File: src/rtl/decoder_status_aggregator.sv
// Reduces per-PU busy/odd flags through registered OR trees and holds the controller-facing
// status conservative until results from the current stage have fully flushed through the tree.
module decoder_status_aggregator #(
  parameter int CODE_DISTANCE_X = 3,
  parameter int CODE_DISTANCE_Z = 2,
  parameter int STAGE_WIDTH     = 3,
  parameter int TREE_FANIN      = 4,
  parameter int QUIET_CYCLES    = 2,
  localparam int MEASUREMENT_ROUNDS =
    (CODE_DISTANCE_X > CODE_DISTANCE_Z) ? CODE_DISTANCE_X : CODE_DISTANCE_Z,
  localparam int PU_COUNT = CODE_DISTANCE_X * CODE_DISTANCE_Z * MEASUREMENT_ROUNDS
) (
  input  logic                   clk,
  input  logic                   reset,
  input  logic [STAGE_WIDTH-1:0] stage,
  input  logic [PU_COUNT-1:0]    pu_busy,
  input  logic [PU_COUNT-1:0]    pu_odd,
  output logic                   has_message_flying,
  output logic                   has_odd_clusters,
  output logic                   status_valid
);

  localparam logic [STAGE_WIDTH-1:0] STAGE_IDLE = '0;

  function automatic int level_width(int lvl);
    int w;
    w = PU_COUNT;
    for (int i = 0; i < lvl; i++) w = (w + TREE_FANIN - 1) / TREE_FANIN;
    return w;
  endfunction

  function automatic int level_count();
    int w;
    int n;
    w = PU_COUNT;
    n = 0;
    while (w > 1) begin
      w = (w + TREE_FANIN - 1) / TREE_FANIN;
      n++;
    end
    return (n < 1) ? 1 : n;
  endfunction

  // Bit offset of a tree level inside the flattened register vector (level 1 starts at 0).
  function automatic int level_offset(int lvl);
    int off;
    off = 0;
    for (int i = 1; i < lvl; i++) off += level_width(i);
    return off;
  endfunction

  localparam int L         = level_count();
  localparam int GUARD     = L + 1;
  localparam int TREE_BITS = level_offset(L + 1);
  localparam int GUARD_W   = $clog2(GUARD + 1);

  localparam logic [GUARD_W-1:0] GUARD_INIT = GUARD_W'(GUARD);
  localparam logic [3:0]         QUIET_MAX  = 4'(QUIET_CYCLES);

  logic [TREE_BITS-1:0]   busy_tree;
  logic [TREE_BITS-1:0]   odd_tree;
  logic [TREE_BITS-1:0]   busy_next;
  logic [TREE_BITS-1:0]   odd_next;
  logic                   tree_busy;
  logic                   tree_odd;
  logic [STAGE_WIDTH-1:0] stage_q;
  logic [GUARD_W-1:0]     guard_cnt;
  logic [3:0]             quiet_cnt;
  logic                   odd_q;

  // The last node of each level may see fewer than TREE_FANIN inputs; missing leaves act as 0.
  for (genvar lv = 1; lv <= L; lv++) begin : g_level
    localparam int IN_W     = level_width(lv - 1);
    localparam int OUT_W    = level_width(lv);
    localparam int OFF      = level_offset(lv);
    localparam int PREV_OFF = level_offset(lv - 1);
    for (genvar n = 0; n < OUT_W; n++) begin : g_node
      localparam int LO  = n * TREE_FANIN;
      localparam int CNT = (IN_W - LO < TREE_FANIN) ? (IN_W - LO) : TREE_FANIN;
      if (lv == 1) begin : g_leaf
        assign busy_next[OFF + n] = |pu_busy[LO +: CNT];
        assign odd_next[OFF + n]  = |pu_odd[LO +: CNT];
      end else begin : g_inner
        assign busy_next[OFF + n] = |busy_tree[PREV_OFF + LO +: CNT];
        assign odd_next[OFF + n]  = |odd_tree[PREV_OFF + LO +: CNT];
      end
    end
  end

  always_ff @(posedge clk) begin
    if (reset) begin
      busy_tree <= '0;
      odd_tree  <= '0;
    end else begin
      busy_tree <= busy_next;
      odd_tree  <= odd_next;
    end
  end

  assign tree_busy = busy_tree[TREE_BITS-1];
  assign tree_odd  = odd_tree[TREE_BITS-1];

  // Any stage change restarts the guard so stale tree contents never reach the outputs.
  always_ff @(posedge clk) begin
    if (reset) begin
      stage_q   <= STAGE_IDLE;
      guard_cnt <= GUARD_INIT;
      quiet_cnt <= '0;
      odd_q     <= 1'b0;
    end else if (stage != stage_q) begin
      stage_q   <= stage;
      guard_cnt <= GUARD_INIT;
      quiet_cnt <= '0;
    end else if (guard_cnt != '0) begin
      guard_cnt <= guard_cnt - GUARD_W'(1);
      quiet_cnt <= '0;
    end else begin
      if (tree_busy) quiet_cnt <= '0;
      else if (quiet_cnt < QUIET_MAX) quiet_cnt <= quiet_cnt + 4'd1;
      odd_q <= tree_odd;
    end
  end

  assign has_message_flying = (guard_cnt != '0) || (quiet_cnt < QUIET_MAX);
  assign status_valid       = (guard_cnt == '0);
  assign has_odd_clusters   = odd_q;

endmodule

File: config.mk
export PLATFORM = sky130hd
export DESIGN_NAME = decoder_status_aggregator
export DESIGN_NICKNAME = d
export VERILOG_FILES = /design/src/rtl/decoder_status_aggregator.sv
export SDC_FILE = /design/constraint.sdc
export NUM_CORES = 1
export LEC_CHECK = 0
export CAP_MARGIN = 15
export CORE_MARGIN = 1
export CORE_UTILIZATION = 39
export DETAILED_ROUTE_END_ITERATION = 10
export PLACE_DENSITY = 0.76
export SYNTH_ARGS = -nofsm -noshare
export SYNTH_HDL_FRONTEND = slang
export SYNTH_SLANG_ARGS = --single-unit
File: constraint.sdc
create_clock -name clk -period 2 [get_ports clk]
set_input_delay 0.6 -clock clk [delete_from_list [all_inputs] [get_ports clk]]
set_output_delay 0.6 -clock clk [all_outputs]
set_load 0.01 [all_outputs]
==> qor.yml, run 1 <==
status: "finished clean"
wirelength_um: 1690
clkSinkCount: 27
hp-class: "reg -> reg"
firstDrtPassIters: 4
worst_slew_pin_slew_ps: 406.0
drive_gt1_share_pct: 10.81
core_area_um2: 2255
end_kind: "output port"
cap_violations: 0
fin_crit_sh_pct: 95.80
hp-start: "busy_tree[6]$_SDFF_PP0_"
grt_first_pass_wirelength_um: 2960
ys_types: 19
gr-usage-all-layers_pct: 14.85
syn-cell-area_um2: 948.4
cts_root_buf: "clkbuf_4"
worstHoldEndpoint: "busy_tree[7]$_SDFF_PP0_"
synthesis.nets: 142
clk_latency_ps: 310
via_per_inst: 4.688
hold_depth: 2
holdWs_ps: 458.2
vias: 825
dominantRegCellSynth: "dfxtp_1"
post_drt_wl_per_cell_um: 9.602
drv_slew: 0
drt_iter0_drc: 10
die_w_um: 51.32
netlist_top_cells_count: "dfxtp_1, nor2_1, nor4_1"
vdd_ir_drop_max_mv: 0.4457
synthArstFlopShare_pct: 0
r2r-end: "quiet_cnt[0]$_SDFFE_PP0N_"
hold_viol: 0
start_util_pct: 42.06
syn_inst: 98
place.gp.congestion: 0.6894
layout_setup_ws_ps: 83.92
stdcell_count: 176
crit_type: "reg -> out"
cts_buffer_depth: 2
post-synth-top-count-cell: "dfxtp_1"
cp.required_ps: 1400
antenna_found_initial: 0
drc: 0
grt-ovfl-total: 0
grt_pass1_vias: 819
synth_enable_flop_cells: 0
die_h_um: 51.32
num_rows: 17
crit_fanout: 3
leakage_uw: 0.0005846
syn_to_final_growth_pct: 55.41
dp_hpwl_um: 1358
final-setup-viol-count: 0
rsz0062_at_grt: "no"
cts_buffers: 3
ys_seq_area_share_pct: 56.99
grt_max_degree: 23
rr_startpoint: "guard_cnt[1]$_SDFFE_PP0P_"
io_pins: 44
cts_tree: "yes"
r2r_slack_ps: 260
dp_slack_ps: -142.3
antenna_left: 0
maxSlewHeadroom_pct: 72.69
clock_skew_ps: 7.156
avgSynthCellArea_um2: 9.678
period_needed_ps: 1916
synth_top_area_share_pct: 56.99
die_area_um2: 2633
cts.clk_slew.worst_paths_ps: 140
final.fill_count: 200
fin_nets: 193
portBuffers: 43
powerDensity_nw_per_um2: 635.7
antenna_cells: 0
arrival_ps: 1320
start_kind: "register"
ys_seq_elements: 27
htreeDepth: 1
synth_area_leader_cell: "dfxtp_1"
reg2reg_depth: 6
max_freq_mhz: 521.9
synth_warnings: 0
synth.area.top_cells: "dfxtp_1, nor2_1, nor4_1"
dp_cells: 171
cts_hold_buf: 0
power_uw: 936.9
==> kinds of logic (layout without fill, tap and decap cells) <==
family,after synthesis,count (layout),share of synthesized area [%]
adders and majority gates,3,3,3.958
AOI/OAI and AO/OA,4,4,2.903
xor gates and xnor gates,4,4,3.695
buffers and inverters,5,55,1.979
and+or+nand+nor,53,53,28.36
DFF,27,27,56.99
muxes,2,2,2.111
==> state kept, by name, summed over array words and instances, names as in the netlist <==
name	count
quiet_cnt	4
odd_tree	8
busy_tree	8
guard_cnt	3
stage_q	3
has_odd_clusters	1
==> repair_timing <==
| action | 4_1_cts | 5_1_grt |
|---|---|---|
| buffers inserted | 1 | 0 |
| endpoints found under the setup margin | 2 | 2 |
| pin swaps | 1 | 0 |
| hold endpoints to repair | 0 | 0 |
| resized for setup | 7 | 3 |
==> stage by stage <==
stage	instance area [um^2]	TNS (ps)	utilization [%]
floorplan	948.4	0	-
global placement	1436	-349.1	63.71
detailed placement	1436	-411.7	63.71
CTS	1476	0	65.48
global route	1474	0	65.37
finish	1474	0	65.37
==> critical path, stage by stage, from the launching register on <==
cell and delay (ps):
dfxtp_2 340, inv_1 80, ha_2 190, nand2b_1 90, inv_2 80, clkdlybuf4s15_1 230
==> how the worst max path moves through the flow <==
stage / slack, ps / from / to / cells past startpoint
after floorplan: 330 / reset / quiet_cnt[0]$_SDFFE_PP0N_ / 3
after global placement: -120 / reset / quiet_cnt[0]$_SDFFE_PP0N_ / 4
after detailed placement: -140 / reset / quiet_cnt[0]$_SDFFE_PP0N_ / 4
after CTS: 1 / guard_cnt[1]$_SDFFE_PP0P_ / has_message_flying / 6
after global routing: 9 / guard_cnt[1]$_SDFFE_PP0P_ / status_valid / 5
final: 80 / guard_cnt[1]$_SDFFE_PP0P_ / status_valid / 5
==> report_power, final <==
part | internal, uW | leakage, uW | switching, uW
Clock | 76.2 | 0.0000139 | 150
Sequential | 565 | 0.000225 | 8.44
Combinational | 95.9 | 0.000346 | 41.5
Total | 737 | 0.000585 | 200
==> layout make-up <==
cell class              count  area, um^2  share of cell area (%)
clock buffers               3       22.52                   1.528
well taps                  28       35.03                   2.377
inverters                   3       11.26                  0.7640
clock inverters             1       7.507                  0.5093
multi-input cells          66       391.6                   26.57
repair buffers             48       462.9                   31.41
flip-flops and latches     27       543.0                   36.84
==> routing by layer <==
layer | vias to the layer above | global-route usage (%) | share of wire (%)
met2 | 37 | 27.63 | 48
met1 | 357 | 15.90 | 43
met5 | - | 0 | 0
met3 | 2 | 3.869 | 7.9
li1 | 429 | - | -
met4 | 0 | 5.405 | 0.95
==> cells in the final DEF, fill, tap and decap left out, drive strengths merged <==
cell,count
inv,3
o211a,1
nor4,12
mux2i,2
ha,3
o21a,1
buf,5
or4,1
clkbuf,4
nand2,2
xor2,3
a21oi,2
nor2b,5
or4b,1
dfxtp,27
nor3,1
clkdlybuf4s50,41
nor2,26
clkdlybuf4s15,1
xnor2,1
nand2b,4
clkinvlp,1
and3,1
Power figures use the tool's default switching activity.
==> run 2: changes to the inputs <==
==> constraint.sdc (replaced) <==
create_clock -name clk -period 2.2 [get_ports clk]
set_input_delay 0.66 -clock clk [delete_from_list [all_inputs] [get_ports clk]]
set_output_delay 0.66 -clock clk [all_outputs]
set_load 0.01 [all_outputs]
==> qor.yml, run 2 (synthesis results as in run 1) <==
antenna_found_initial: 0  # unchanged
io_pins: 44  # unchanged
drive_gt1_share_pct: 6.122  # was 10.81%
portBuffers: 43  # unchanged
cp.required_ps: 1540  # was 1400 ps
hp-class: "reg -> reg"  # unchanged
final-setup-viol-count: 0  # unchanged
antenna_cells: 0  # unchanged
arrival_ps: 1400  # was 1320 ps
drt_iter0_drc: 9  # was 10
gr-usage-all-layers_pct: 14.97  # was 14.85%
crit_slowest_cell: "dfxtp_1"  # was dfxtp_2
cts_root_buf: "clkbuf_4"  # unchanged
start_util_pct: 42.06  # unchanged
fin_area_um2: 1465  # was 1474 um^2
stdcell_count: 175  # was 176
vias: 825  # unchanged
firstDrtPassIters: 4  # unchanged
crit_type: "reg -> out"  # unchanged
die_h_um: 51.32  # unchanged
grt-ovfl-total: 0  # unchanged
post_drt_wl_per_cell_um: 9.686  # was 9.602 um
num_rows: 17  # unchanged
final_cell_mix: "clkdlybuf4s50_1, dfxtp_1, nor2_1"  # was clkdlybuf4s50_1, nor2_1, dfxtp_1
clock_skew_ps: 3.171  # was 7.156 ps
max_stage_delay_ps: 350  # was 340 ps
die_w_um: 51.32  # unchanged
clkSinkCount: 27  # unchanged
drv_slew: 0  # unchanged
final_common_cell: "clkdlybuf4s50_1"  # unchanged
status: "finished clean"  # unchanged
tns_ps: 0  # unchanged
reg.largest.list: "busy_tree (8), odd_tree (8), quiet_cnt (4)"  # unchanged
placed_cell_area_um2: 1436  # unchanged
period_needed_ps: 2057
core_area_um2: 2255  # unchanged
worst-path-buf-inv: 3  # unchanged
cts_hold_buf: 0  # unchanged
cts.clk_slew.worst_paths_ps: 140  # about the same
leakage_uw: 0.0005867  # was 0.0005846 uW
crit_chain: "inv_1 > ha_1 > nand2b_1 > inv_1 > nand2b_1 > clkdlybuf4s15_1"  # was inv_1 > ha_2 > nand2b_1 > inv_2 > clkdlybuf4s15_1
fin_nets: 192  # was 193
post-cts-setup-buffers: 0  # was 1
hold_viol: 0  # unchanged
cts_buffer_depth: 2  # unchanged
dp_cells: 171  # unchanged
vdd_ir_drop_max_mv: 0.4062  # was 0.4457 mV
worst_slew_pin_slew_ps: 439.2  # was 406.0 ps
grt_max_degree: 23  # unchanged
crit_family: "flip-flops"  # was buffers and inverters
layout_setup_ws_ps: 143.1  # was 83.92 ps
end_kind: "output port"  # unchanged
rsz0062_at_grt: "no"  # unchanged
r2r_slack_ps: 520  # was 260 ps
max_freq_mhz: 486.2
dp_slack_ps: -26.11  # was -142.3 ps
dp_hpwl_um: 1389  # was 1358 um
die_area_um2: 2633  # unchanged
crit_fanout: 3  # unchanged
antenna_left: 0  # unchanged
syn_to_final_growth_pct: 54.49  # was 55.41%
grt_first_pass_wirelength_um: 2994  # was 2960 um
via_per_inst: 4.714  # was 4.688
cts_buffers: 3  # unchanged
cts_tree: "yes"  # unchanged
clk_latency_ps: 310  # about the same
cap_violations: 0  # unchanged
start_kind: "register"  # unchanged
maxSlewHeadroom_pct: 70.45  # was 72.69%
htreeDepth: 1  # unchanged
holdWs_ps: 457.5  # was 458.2 ps
wirelength_um: 1695  # was 1690 um
drc: 0  # unchanged
fin_crit_sh_pct: 93.50
grt_pass1_vias: 824  # was 819
place.gp.congestion: 0.6896  # was 0.6894
powerDensity_nw_per_um2: 580.3  # was 635.7 nW/um^2
## run 2: cell type report
type,count,area [um^2]
Clock buffer,3,22.52
Clock inverter,1,7.507
Fill cell,198,789.5
Inverter,3,11.26
Multi-Input combinational cell,66,389.1
Sequential cell,27,540.5
Tap cell,28,35.03
Timing Repair Buffer,47,459.2
## run 2: path summary, 6_finish.rpt
path | start | to | cells past startpoint
hold reg to reg | odd_tree[5]$_SDFF_PP0_ | odd_tree[7]$_SDFF_PP0_ | 2
setup / recovery | guard_cnt[0]$_SDFFE_PP0P_ | has_message_flying | 6
hold / removal | odd_tree[5]$_SDFF_PP0_ | odd_tree[7]$_SDFF_PP0_ | 2
setup reg to reg | guard_cnt[0]$_SDFFE_PP0P_ | quiet_cnt[1]$_SDFFE_PP0N_ | 5
## run 2: worst reg2reg max path: cells and delay by family (launching register included)
kind,cells,cell delay (ps)
simple gates,3,1010
buf+inv,1,100
fa+ha+maj,1,190
flops,1,340
## run 2: metal layers
metal	global-route usage, %	wire, um	up-vias
met3	3.869	146	0
met5	0	0	-
met2	28.95	848	43
met1	15.72	700	353
li1	-	-	429
met4	4.054	0	0
## run 2: through the flow
step,power [uW],utilization (%)
5_1_grt,899.0,64.98
2_1_floorplan,568.9,-
6_report,850.3,64.98
4_1_cts,858.7,64.93
3_3_place_gp,651.7,63.71
3_5_place_dp,656.0,63.71
## run 2: report_power, final
group,internal (uW),switching (uW)
sequential,513,7.44
clock,69.3,138
combinational,84.9,37.0
## run 2: repair_timing
item                                    in CTS  in global routing
pin swaps                                    0                  0
resized for setup                            2                  1
hold endpoints to repair                     0                  0
endpoints found under the setup margin       2                  1
==> run 3: changes to the inputs <==
--- a/config.mk
+++ b/config.mk
@@ -6,10 +6,9 @@
 export NUM_CORES = 1
 export LEC_CHECK = 0
 export CAP_MARGIN = 15
-export CORE_MARGIN = 1
-export CORE_UTILIZATION = 39
+export CORE_UTILIZATION = 50
 export DETAILED_ROUTE_END_ITERATION = 10
-export PLACE_DENSITY = 0.76
+export DONT_BUFFER_PORTS = 1
 export SYNTH_ARGS = -nofsm -noshare
 export SYNTH_HDL_FRONTEND = slang
 export SYNTH_SLANG_ARGS = --single-unit
==> qor.yml, run 3 (synthesis results as in run 1) <==
status: "finished clean"  # unchanged
syn_to_final_growth_pct: 6.068  # was 54.49%
seqPwrFrac_pct: 68.0  # was 61.3%
fin_util_pct: 57.63  # was 64.98%
io_pins: 44  # unchanged
critPathLaunch: "guard_cnt[0]$_SDFFE_PP0P_"  # unchanged
hp-class: "in -> reg"  # was reg -> reg
num_rows: 15  # was 17
cts_tree: "yes"  # unchanged
cts_hold_buf: 0  # unchanged
grt-ovfl-total: 0  # unchanged
reg2reg_depth: 5  # unchanged
cts.clk_slew.worst_paths_ps: 130  # was 140 ps
die_w_um: 45.55  # was 51.32 um
drt_iter0_drc: 12  # was 9
fin_crit_sh_pct: 90.85  # was 93.50%
fin_nets: 145  # was 192
tns_ps: 0  # unchanged
stdcell_count: 125  # was 175
wirelength_um: 1407  # was 1695 um
arrival_ps: 1340  # was 1400 ps
final-setup-viol-count: 0  # unchanged
p_sw_share_pct: 20.95  # was 21.49%
pwr-share-comb_pct: 5.5  # was 14.3%
drv_slew: 0  # unchanged
vias: 644  # was 825
portBuffers: 0  # was 43
period_needed_ps: 1999  # was 2057 ps
firstDrtPassIters: 4  # unchanged
drc: 0  # unchanged
cts_buffers: 3  # unchanged
gr-usage-all-layers_pct: 14.38  # was 14.97%
start_util_pct: 54.34  # was 42.06%
cp.required_ps: 1540  # about the same
grt_max_degree: 24  # was 23
via_per_inst: 5.152  # was 4.714
vdd_ir_drop_max_mv: 0.4543  # was 0.4062 mV
crit_chain: "inv_1 > ha_1 > nand2b_4 > inv_1 > nand2b_1"  # was inv_1 > ha_1 > nand2b_1 > inv_1 > nand2b_1 > clkdlybuf4s15_1
final_cell_mix: "dfxtp_1, nor2_1, nor4_1"  # was clkdlybuf4s50_1, dfxtp_1, nor2_1
post_drt_wl_per_cell_um: 11.26  # was 9.686 um
powerDensity_nw_per_um2: 761.2  # was 580.3 nW/um^2
worst_slew_pin_slew_ps: 633.8  # was 439.2 ps
multiInputGateArea_um2: 396.6  # was 389.1 um^2
antenna_cells: 0  # unchanged
place.gp.congestion: 0.7124  # was 0.6896
rsz0062_at_grt: "no"  # unchanged
start_kind: "register"  # unchanged
fin_area_um2: 1006  # was 1465 um^2
cts_root_buf: "clkbuf_4"  # unchanged
placed_cell_area_um2: 972.2  # was 1436 um^2
p_clk_share_pct: 26.5  # was 24.4%
die_h_um: 45.55  # was 51.32 um
power_switching_uw: 160.4  # was 182.7 uW
rr_startpoint: "guard_cnt[0]$_SDFFE_PP0P_"  # unchanged
worst-path-buf-inv: 2  # was 3
max_stage_delay_ps: 330  # was 350 ps
antenna_left: 0  # unchanged
clock_skew_ps: 2.495  # was 3.171 ps
crit_slowest_cell: "dfxtp_1"  # unchanged
hp-start: "reset"  # was odd_tree[5]$_SDFF_PP0_
end_kind: "output port"  # unchanged
max_freq_mhz: 500.3  # was 486.2 MHz
antenna_found_initial: 0  # unchanged
cap_violations: 0  # unchanged
htreeDepth: 1  # unchanged
leakage_uw: 0.0004073  # was 0.0005867 uW
clk_latency_ps: 310  # about the same
hold_viol: 0  # unchanged
internal_power_uw: 605.4  # was 667.6 uW
reg.largest.list: "busy_tree (8), odd_tree (8), quiet_cnt (4)"  # unchanged
crit_type: "reg -> out"  # unchanged
crit_fanout: 6  # was 3
final.fill_count: 168  # was 198
cts_buffer_depth: 2  # unchanged
core_area_um2: 1745  # was 2255 um^2
grt_first_pass_wirelength_um: 2083  # was 2994 um
seq_area_um2: 540.5  # unchanged
grt_pass1_vias: 515  # was 824
dp_cells: 121  # was 171
crit_family: "flip-flops"  # unchanged
clkSinkCount: 27  # unchanged
hold_depth: 1  # was 2
cp_common_cell: "inv_1"
cp.depth: 5  # was 6
drive_gt1_share_pct: 5.000  # was 6.122%
maxSlewHeadroom_pct: 57.36  # was 70.45%
final_common_cell: "dfxtp_1"  # was clkdlybuf4s50_1
die_area_um2: 2075  # was 2633 um^2
==> run 3: cell count changes in the layout (fill, tap and decap cells not counted), sizes merged <==
| cell | change |
|---|---|
| clkdlybuf4s15 | -1 |
| dlygate4sd2 | -1 |
| clkdlybuf4s50 | -41 |
| buf | -4 |
| clkbuf | +1 |
| clkinvlp | -1 |
==> run 3: power groups by stage <==
stage | clock (uW) | sequential (uW) | combinational [uW]
after floorplan | 0 | 530 | 38.9
after global placement | 0 | 532 | 39.8
after detailed placement | 0 | 532 | 40.3
after CTS | 213 | 521 | 40.8
after global routing | 232 | 524 | 49.5
final | 203 | 521 | 42.4
==> run 3: final timing paths <==
path	end	slack (ps)
min	odd_tree[7]$_SDFF_PP0_	400
max reg2reg	quiet_cnt[1]$_SDFFE_PP0N_	480
min reg2reg	busy_tree[6]$_SDFF_PP0_	450
max	has_message_flying	200
==> run 3: worst reg2reg max path, delay by kind of cell, from the launching register on <==
family	cells	cell delay, ps
flip-flops	1	330
adder cells (fa/ha/maj)	1	250
AND/OR/NAND/NOR	3	1010
buffers and inverters	1	90
==> run 3: layout make-up <==
type | count | area share (%)
clock buffers | 4 | 2.612
inverters | 3 | 1.119
well taps | 25 | 3.109
flip-flops and latches | 27 | 53.73
multi-input cells | 66 | 39.43
==> run 3: routing by layer <==
metal | up-vias | share of wire [%] | global-route usage, % | routed length [um]
li1 | 332 | - | - | -
met1 | 277 | 42 | 18.45 | 595
met2 | 33 | 49 | 22.29 | 683
met3 | 2 | 8.4 | 3.571 | 118
met4 | 0 | 0.71 | 7.273 | 10
met5 | - | 0 | 0 | 0
==> run 3: what timing repair did <==
| action | 4_1_cts | 5_1_grt |
|---|---|---|
| setup buffers | 0 | 0 |
| resized for setup | 0 | 1 |
| setup endpoints to repair | 0 | 1 |
==> run 3: stage by stage <==
stage,setup WS (ps),power (uW),hold slack [ps]
after floorplan,467.9,568.9,411.4
after global placement,452.0,571.5,418.0
after detailed placement,434.9,572.1,424.3
after CTS,85.58,774.6,383.4
after global routing,69.35,805.1,367.8
final,201.2,765.8,397.4
